[src/rtl/serial_subtractor_pkg.sv]
// Shared types and defaults for the bit-serial subtractor.
package serial_subtractor_pkg;

    localparam int DEFAULT_NUM_BITS = 4;

    typedef enum logic [1:0] {
        IDLE  = 2'd0,
        SHIFT = 2'd1,
        DONE  = 2'd2
    } state_t;

endpackage

[src/rtl/serial_subtractor_if.sv]
// Start/busy/done request-result bundle between a controller and the serial subtractor.
interface serial_subtractor_if
    import serial_subtractor_pkg::*;
#(
    parameter int NUM_BITS = DEFAULT_NUM_BITS
);

    logic                start;
    logic [NUM_BITS-1:0] a;
    logic [NUM_BITS-1:0] b;
    logic                borrow_in;
    logic                busy;
    logic                done;
    logic [NUM_BITS-1:0] diff;
    logic                borrow_out;

    modport master (
        output start, a, b, borrow_in,
        input  busy, done, diff, borrow_out
    );

    modport slave (
        input  start, a, b, borrow_in,
        output busy, done, diff, borrow_out
    );

endinterface

[src/rtl/serial_subtractor_full_sub.sv]
// Single-bit full subtractor cell: d = a - b - bin, bout set when the column underflows.
module full_subtractor_1bit (
    input  logic a,
    input  logic b,
    input  logic bin,
    output logic d,
    output logic bout
);

    assign d    = a ^ b ^ bin;
    assign bout = (~a & b) | (~(a ^ b) & bin);

endmodule

[src/rtl/serial_subtractor.sv]
// Bit-serial N-bit subtractor, LSB first, one bit per clock behind a start/busy/done handshake.
module serial_subtractor
    import serial_subtractor_pkg::*;
#(
    parameter int NUM_BITS = DEFAULT_NUM_BITS
) (
    input  logic               clk,
    input  logic               n_rst,
    serial_subtractor_if.slave bus
);

    localparam int              CNT_W = (NUM_BITS > 1) ? $clog2(NUM_BITS) : 1;
    localparam logic [CNT_W-1:0] LAST = CNT_W'(NUM_BITS - 1);

    state_t              state, state_nxt;
    logic [NUM_BITS-1:0] a_sr, b_sr, d_sr, diff_q;
    logic                br, borrow_q;
    logic [CNT_W-1:0]    count;
    logic                bit_d, bit_bout;
    logic                accept, last;

    full_subtractor_1bit u_cell (
        .a    (a_sr[0]),
        .b    (b_sr[0]),
        .bin  (br),
        .d    (bit_d),
        .bout (bit_bout)
    );

    // A new request is only taken when no operation is in flight.
    assign accept = bus.start && (state == IDLE || state == DONE);
    assign last   = (state == SHIFT) && (count == LAST);

    // NOTE: flops use <= so every register samples pre-edge values, independent of statement order.
    always_ff @(posedge clk or negedge n_rst) begin
        if (!n_rst) state <= IDLE;
        else        state <= state_nxt;
    end

    always_comb begin
        // NOTE: defaulting first means every path assigns state_nxt, so no latch is inferred.
        state_nxt = state;
        case (state)
            IDLE:    if (bus.start) state_nxt = SHIFT;
            SHIFT:   if (last)      state_nxt = DONE;
            DONE:    state_nxt = bus.start ? SHIFT : IDLE;
            default: state_nxt = IDLE;
        endcase
    end

    // NOTE: the shift registers are ordinary flops, so they are reset too; an abort leaves no stale bits.
    always_ff @(posedge clk or negedge n_rst) begin
        if (!n_rst) begin
            a_sr     <= '0;
            b_sr     <= '0;
            d_sr     <= '0;
            br       <= 1'b0;
            count    <= '0;
            diff_q   <= '0;
            borrow_q <= 1'b0;
        end else if (accept) begin
            a_sr  <= bus.a;
            b_sr  <= bus.b;
            br    <= bus.borrow_in;
            count <= '0;
        end else if (state == SHIFT) begin
            a_sr  <= a_sr >> 1;
            b_sr  <= b_sr >> 1;
            d_sr  <= {bit_d, d_sr[NUM_BITS-1:1]};
            br    <= bit_bout;
            count <= count + 1'b1;
            // Results are published only here, so they stay stable until the next completion.
            if (last) begin
                diff_q   <= {bit_d, d_sr[NUM_BITS-1:1]};
                borrow_q <= bit_bout;
            end
        end
    end

    assign bus.busy       = (state == SHIFT);
    assign bus.done       = (state == DONE);
    assign bus.diff       = diff_q;
    assign bus.borrow_out = borrow_q;

endmodule

[src/flat_wrapper.sv]
// flat-port wrapper written by rule: the top's interface ports become plain ports
module serial_subtractor_flat import serial_subtractor_pkg::*;
#(
    parameter int NUM_BITS = DEFAULT_NUM_BITS
)
  (clk, n_rst, bus_start, bus_a, bus_b, bus_borrow_in, bus_busy, bus_done, bus_diff, bus_borrow_out);
  serial_subtractor_if #(.NUM_BITS(NUM_BITS)) bus_i ();
  input  logic clk;
  input  logic n_rst;
  input wire logic [$bits(bus_i.start)-1:0] bus_start;
  input wire logic [$bits(bus_i.a)-1:0] bus_a;
  input wire logic [$bits(bus_i.b)-1:0] bus_b;
  input wire logic [$bits(bus_i.borrow_in)-1:0] bus_borrow_in;
  output wire logic [$bits(bus_i.busy)-1:0] bus_busy;
  output wire logic [$bits(bus_i.done)-1:0] bus_done;
  output wire logic [$bits(bus_i.diff)-1:0] bus_diff;
  output wire logic [$bits(bus_i.borrow_out)-1:0] bus_borrow_out;
  assign bus_i.start = bus_start;
  assign bus_i.a = bus_a;
  assign bus_i.b = bus_b;
  assign bus_i.borrow_in = bus_borrow_in;
  assign bus_busy = bus_i.busy;
  assign bus_done = bus_i.done;
  assign bus_diff = bus_i.diff;
  assign bus_borrow_out = bus_i.borrow_out;
  serial_subtractor #(.NUM_BITS(NUM_BITS)) u_core (.clk(clk), .n_rst(n_rst), .bus(bus_i));
endmodule
[config.mk]
export PLATFORM = sky130hd
export DESIGN_NAME = serial_subtractor_flat
export DESIGN_NICKNAME = d
export VERILOG_FILES = /design/src/rtl/serial_subtractor_pkg.sv /design/src/rtl/serial_subtractor_if.sv /design/src/rtl/serial_subtractor_full_sub.sv /design/src/rtl/serial_subtractor.sv /design/src/flat_wrapper.sv
export SDC_FILE = /design/constraint.sdc
export NUM_CORES = 1
export LEC_CHECK = 0
export ABC_CLOCK_PERIOD_IN_PS = 1800
export CAP_MARGIN = 20
export CORE_ASPECT_RATIO = 1.4
export CORE_MARGIN = 4
export CORE_UTILIZATION = 25
export DETAILED_ROUTE_END_ITERATION = 8
export PLACE_DENSITY_LB_ADDON = 0.15
export SYNTH_ARGS = -nofsm -noshare
export SYNTH_HDL_FRONTEND = slang
export SYNTH_HIERARCHICAL = 1
export SYNTH_SLANG_ARGS = --single-unit
export TNS_END_PERCENT = 100
[constraint.sdc]
create_clock -name clk -period 1.8 [get_ports clk]
set_input_delay 0.36 -clock clk [delete_from_list [all_inputs] [get_ports clk]]
set_output_delay 0.36 -clock clk [all_outputs]
set_load 0.005 [all_outputs]
==> impl_metrics.env <==
export IMPL_rr_startpoint="u_core/state[1]$_DFFE_PN0P_"
export IMPL_yosysTopAreaCellShare=0.491
export IMPL_routabilityCongestion=0.690
export IMPL_timing_rr_end="u_core/bus.borrow_out$_DFFE_PN0P_"
export IMPL_p_int_mw=1.48
export IMPL_fp_row_count=27
export IMPL_drt_iter0_markers=23
export IMPL_drc=0
export IMPL_yosysWarnings=6
export IMPL_synth_area_sq_mm=0.00107
export IMPL_start_kind="register"
export IMPL_synth_main_ff_cell="dfrtp_1"
export IMPL_die_h_microns=85.4
export IMPL_worstPathCellList="nor2b_4, clkdlybuf4s50_1"
export IMPL_die_x_microns=63.3
export IMPL_cts_tree="built"
export IMPL_num_io_pins=19
export IMPL_max_cap_violations=0
export IMPL_status="finished, final reports clean"
export IMPL_switching_share=0.316
export IMPL_crit_type="reg2out"
export IMPL_holdBufCountCts=0
export IMPL_p_leak_nw=0.648
export IMPL_pwr_share_seq=0.393
export IMPL_cp_slowest_cell="clkdlybuf4s50_1"
export IMPL_synthArstFlopShare=1.00
export IMPL_path_max_fanout=4
export IMPL_synth_cell_types=19
export IMPL_cts_max_path_buffers=2
export IMPL_pwr_share_comb=0.465
export IMPL_crit_required_ps=1440
export IMPL_grt_ovfl_total=0
export IMPL_p_per_area_mw_per_mm2=1600
export IMPL_r2r_slack_ps=390
export IMPL_yosys_top_cells_area="dfrtp_1 49%, mux2i_1 21%, mux2_4 7.0%, mux2_2 4.2%, buf_6 2.1%"
export IMPL_worst_slew_pin_slew_ps=281
export IMPL_hold_ws_ps=443
export IMPL_wl_per_cell_microns=13.9
export IMPL_cts_num_sinks=21
export IMPL_antenna_found_initial=0
export IMPL_clock_latency_ps=250
export IMPL_grt_max_degree=22
export IMPL_nNetsFinal=115
export IMPL_clock_power_share=0.142
export IMPL_p_sw_uw=687
export IMPL_syn_area_per_cell_sq_um=13.9
export IMPL_root_buffer="clkbuf_8"
export IMPL_multi_input_area_sq_um=488
export IMPL_synth_edf_count=0
export IMPL_yosysTopAreaCell="dfrtp_1"
export IMPL_ir_drop_mv=0.431
export IMPL_hold_viol=0
export IMPL_grtUsageTotal=0.0775
export IMPL_holdCritPathClass="in2async"
export IMPL_drtPass1Iterations=2
export IMPL_grt_pass1_vias=705
export IMPL_critical_path_max_stage_delay_ps=520
export IMPL_slew_headroom=0.813
export IMPL_min_period_over_period=0.959
export IMPL_vias_per_cell=4.59
export IMPL_worstPathArrival_ps=1370
export IMPL_end_kind="output port"
export IMPL_ant_nets=0
export IMPL_synth_yosys_seq_area_share=0.491
export IMPL_syn_to_final_growth_pct=26.4
export IMPL_die_area_sq_mm=0.00541
export IMPL_yosysMostFrequentCell="mux2i_1"
export IMPL_rsz0062_at_grt="no"
export IMPL_syn_inst=77
export IMPL_num_fill_cells=404
export IMPL_dp_hpwl_mm=1.40
export IMPL_portBuffers=18
export IMPL_drive_gt1_frac=0.210
export IMPL_totalWireLength_mm=1.99
export IMPL_fmax_mhz=579
export IMPL_ff_latch_area_sq_um=527
export IMPL_grt_pass1_wl_mm=3.33
export IMPL_ys_seq_elements=21
export IMPL_final_max_slew_violation_count=0
export IMPL_finalSetupTns_ps=0
export IMPL_synth_commonest_cells="23 x mux2i_1, 21 x dfrtp_1, 5 x mux2_4, 4 x inv_1, 4 x mux2_2"
export IMPL_initial_core_util=0.266
export IMPL_diodes=0
export IMPL_critical_path_startpoint="u_core/state[1]$_DFFE_PN0P_"
export IMPL_cts_buffers_inserted=3
export IMPL_layout_setup_ws_ps=73.5
export IMPL_num_vias=657
export IMPL_syn_nets=91
export IMPL_finClkSkew_ps=1.54
export IMPL_dp_slack_ps=302
export IMPL_setup_viol=0
export IMPL_core_area_sq_mm=0.00402
export IMPL_total_power_mw=2.17
export IMPL_htreeDepth=1
export IMPL_fin_crit_ps=1730
export IMPL_reg2reg_depth=4
export IMPL_path_clk_slew_ps=80
==> per-stage QoR <==
stage	area, sq um	util	std cells
CTS	1350	0.335	142
global route	1350	0.337	143
finish	1350	0.337	143
floorplan	1070	-	77
global placement	1300	0.323	138
detailed placement	1300	0.323	138
==> final cells by class <==
class	count	area share
clock buffers	4	0.0333
inverters	4	0.0111
well taps	43	0.0397
flip-flops and latches	21	0.389
repair buffers	24	0.166
multi-input cells	47	0.360
==> metal layers <==
metal,GRT usage,vias up,share of wire
li1,-,316,-
met1,0.0982,324,0.46
met2,0.124,15,0.47
met3,0.0185,2,0.056
met4,0.0354,0,0.0096
met5,0,-,0
==> registers in the layout, indices dropped and copies added (netlist names) <==
signal,cells
u_core/state,2
u_core/b_sr,4
u_core/a_sr,4
u_core/bus.borrow_out,1
u_core/bus.diff,4
u_core/count,2
u_core/d_sr,3
u_core/br,1
==> power by group through the flow <==
stage / registers (mW) / clock network (mW) / logic, mW
final: 0.853 / 0.307 / 1.01
after global routing: 0.888 / 0.351 / 1.10
after CTS: 0.857 / 0.334 / 1.01
after detailed placement: 0.866 / 0 / 1.01
after global placement: 0.855 / 0 / 0.990
after floorplan: 0.820 / 0 / 0.745
==> worst max path at each step <==
stage                                     endpoint  slack [ps]  depth (start not counted)
finish                                    bus_busy          70                          2
global route                              bus_busy          20                          2
CTS                                       bus_busy          20                          2
detailed placement     u_core/count[1]$_DFFE_PN0P_         300                          4
global placement                          bus_busy         330                          2
floorplan           u_core/bus.diff[3]$_DFFE_PN0P_         540                          2
==> placed cells by master (no fill, tap or decap) <==
master           Yosys  routed
nor2b_1              1       1
buf_4                2       6
xnor2_1              1       1
ha_1                 1       1
mux2_4               5       5
inv_1                4       4
clkbuf_8             0       3
nand3_1              2       2
mux2i_1             23      23
clkdlybuf4s50_1      0      18
mux2_2               4       4
mux2_1               1       1
nor2b_4              1       1
nor2_1               2       2
dfrtp_1             21      20
fa_1                 1       1
clkbuf_1             0       1
a22o_1               2       2
nand3b_4             1       1
o21ai_0              2       2
dfrtp_2              0       1
==> logic make-up (layout without fill, tap and decap cells) <==
logic type / count (synthesis) / after routing / synth area share
flops: 21 / 21 / 0.491
buf+inv: 9 / 32 / 0.0537
simple gates: 7 / 7 / 0.0537
mux: 33 / 33 / 0.338
xor+xnor: 1 / 1 / 0.00818
compound gates: 4 / 4 / 0.0257
fa+ha+maj: 2 / 2 / 0.0304
==> critical path, delay by kind of cell, from the launching register on <==
family,cells,cell delay (ps)
flops,1,430
simple gates,1,160
buf+inv,1,520
==> timing repair <==
item,CTS,global route
setup endpoints to repair,0,2
gates resized for setup,0,1
setup buffers,0,1
Note: power is estimated with default switching activity, not from simulation.
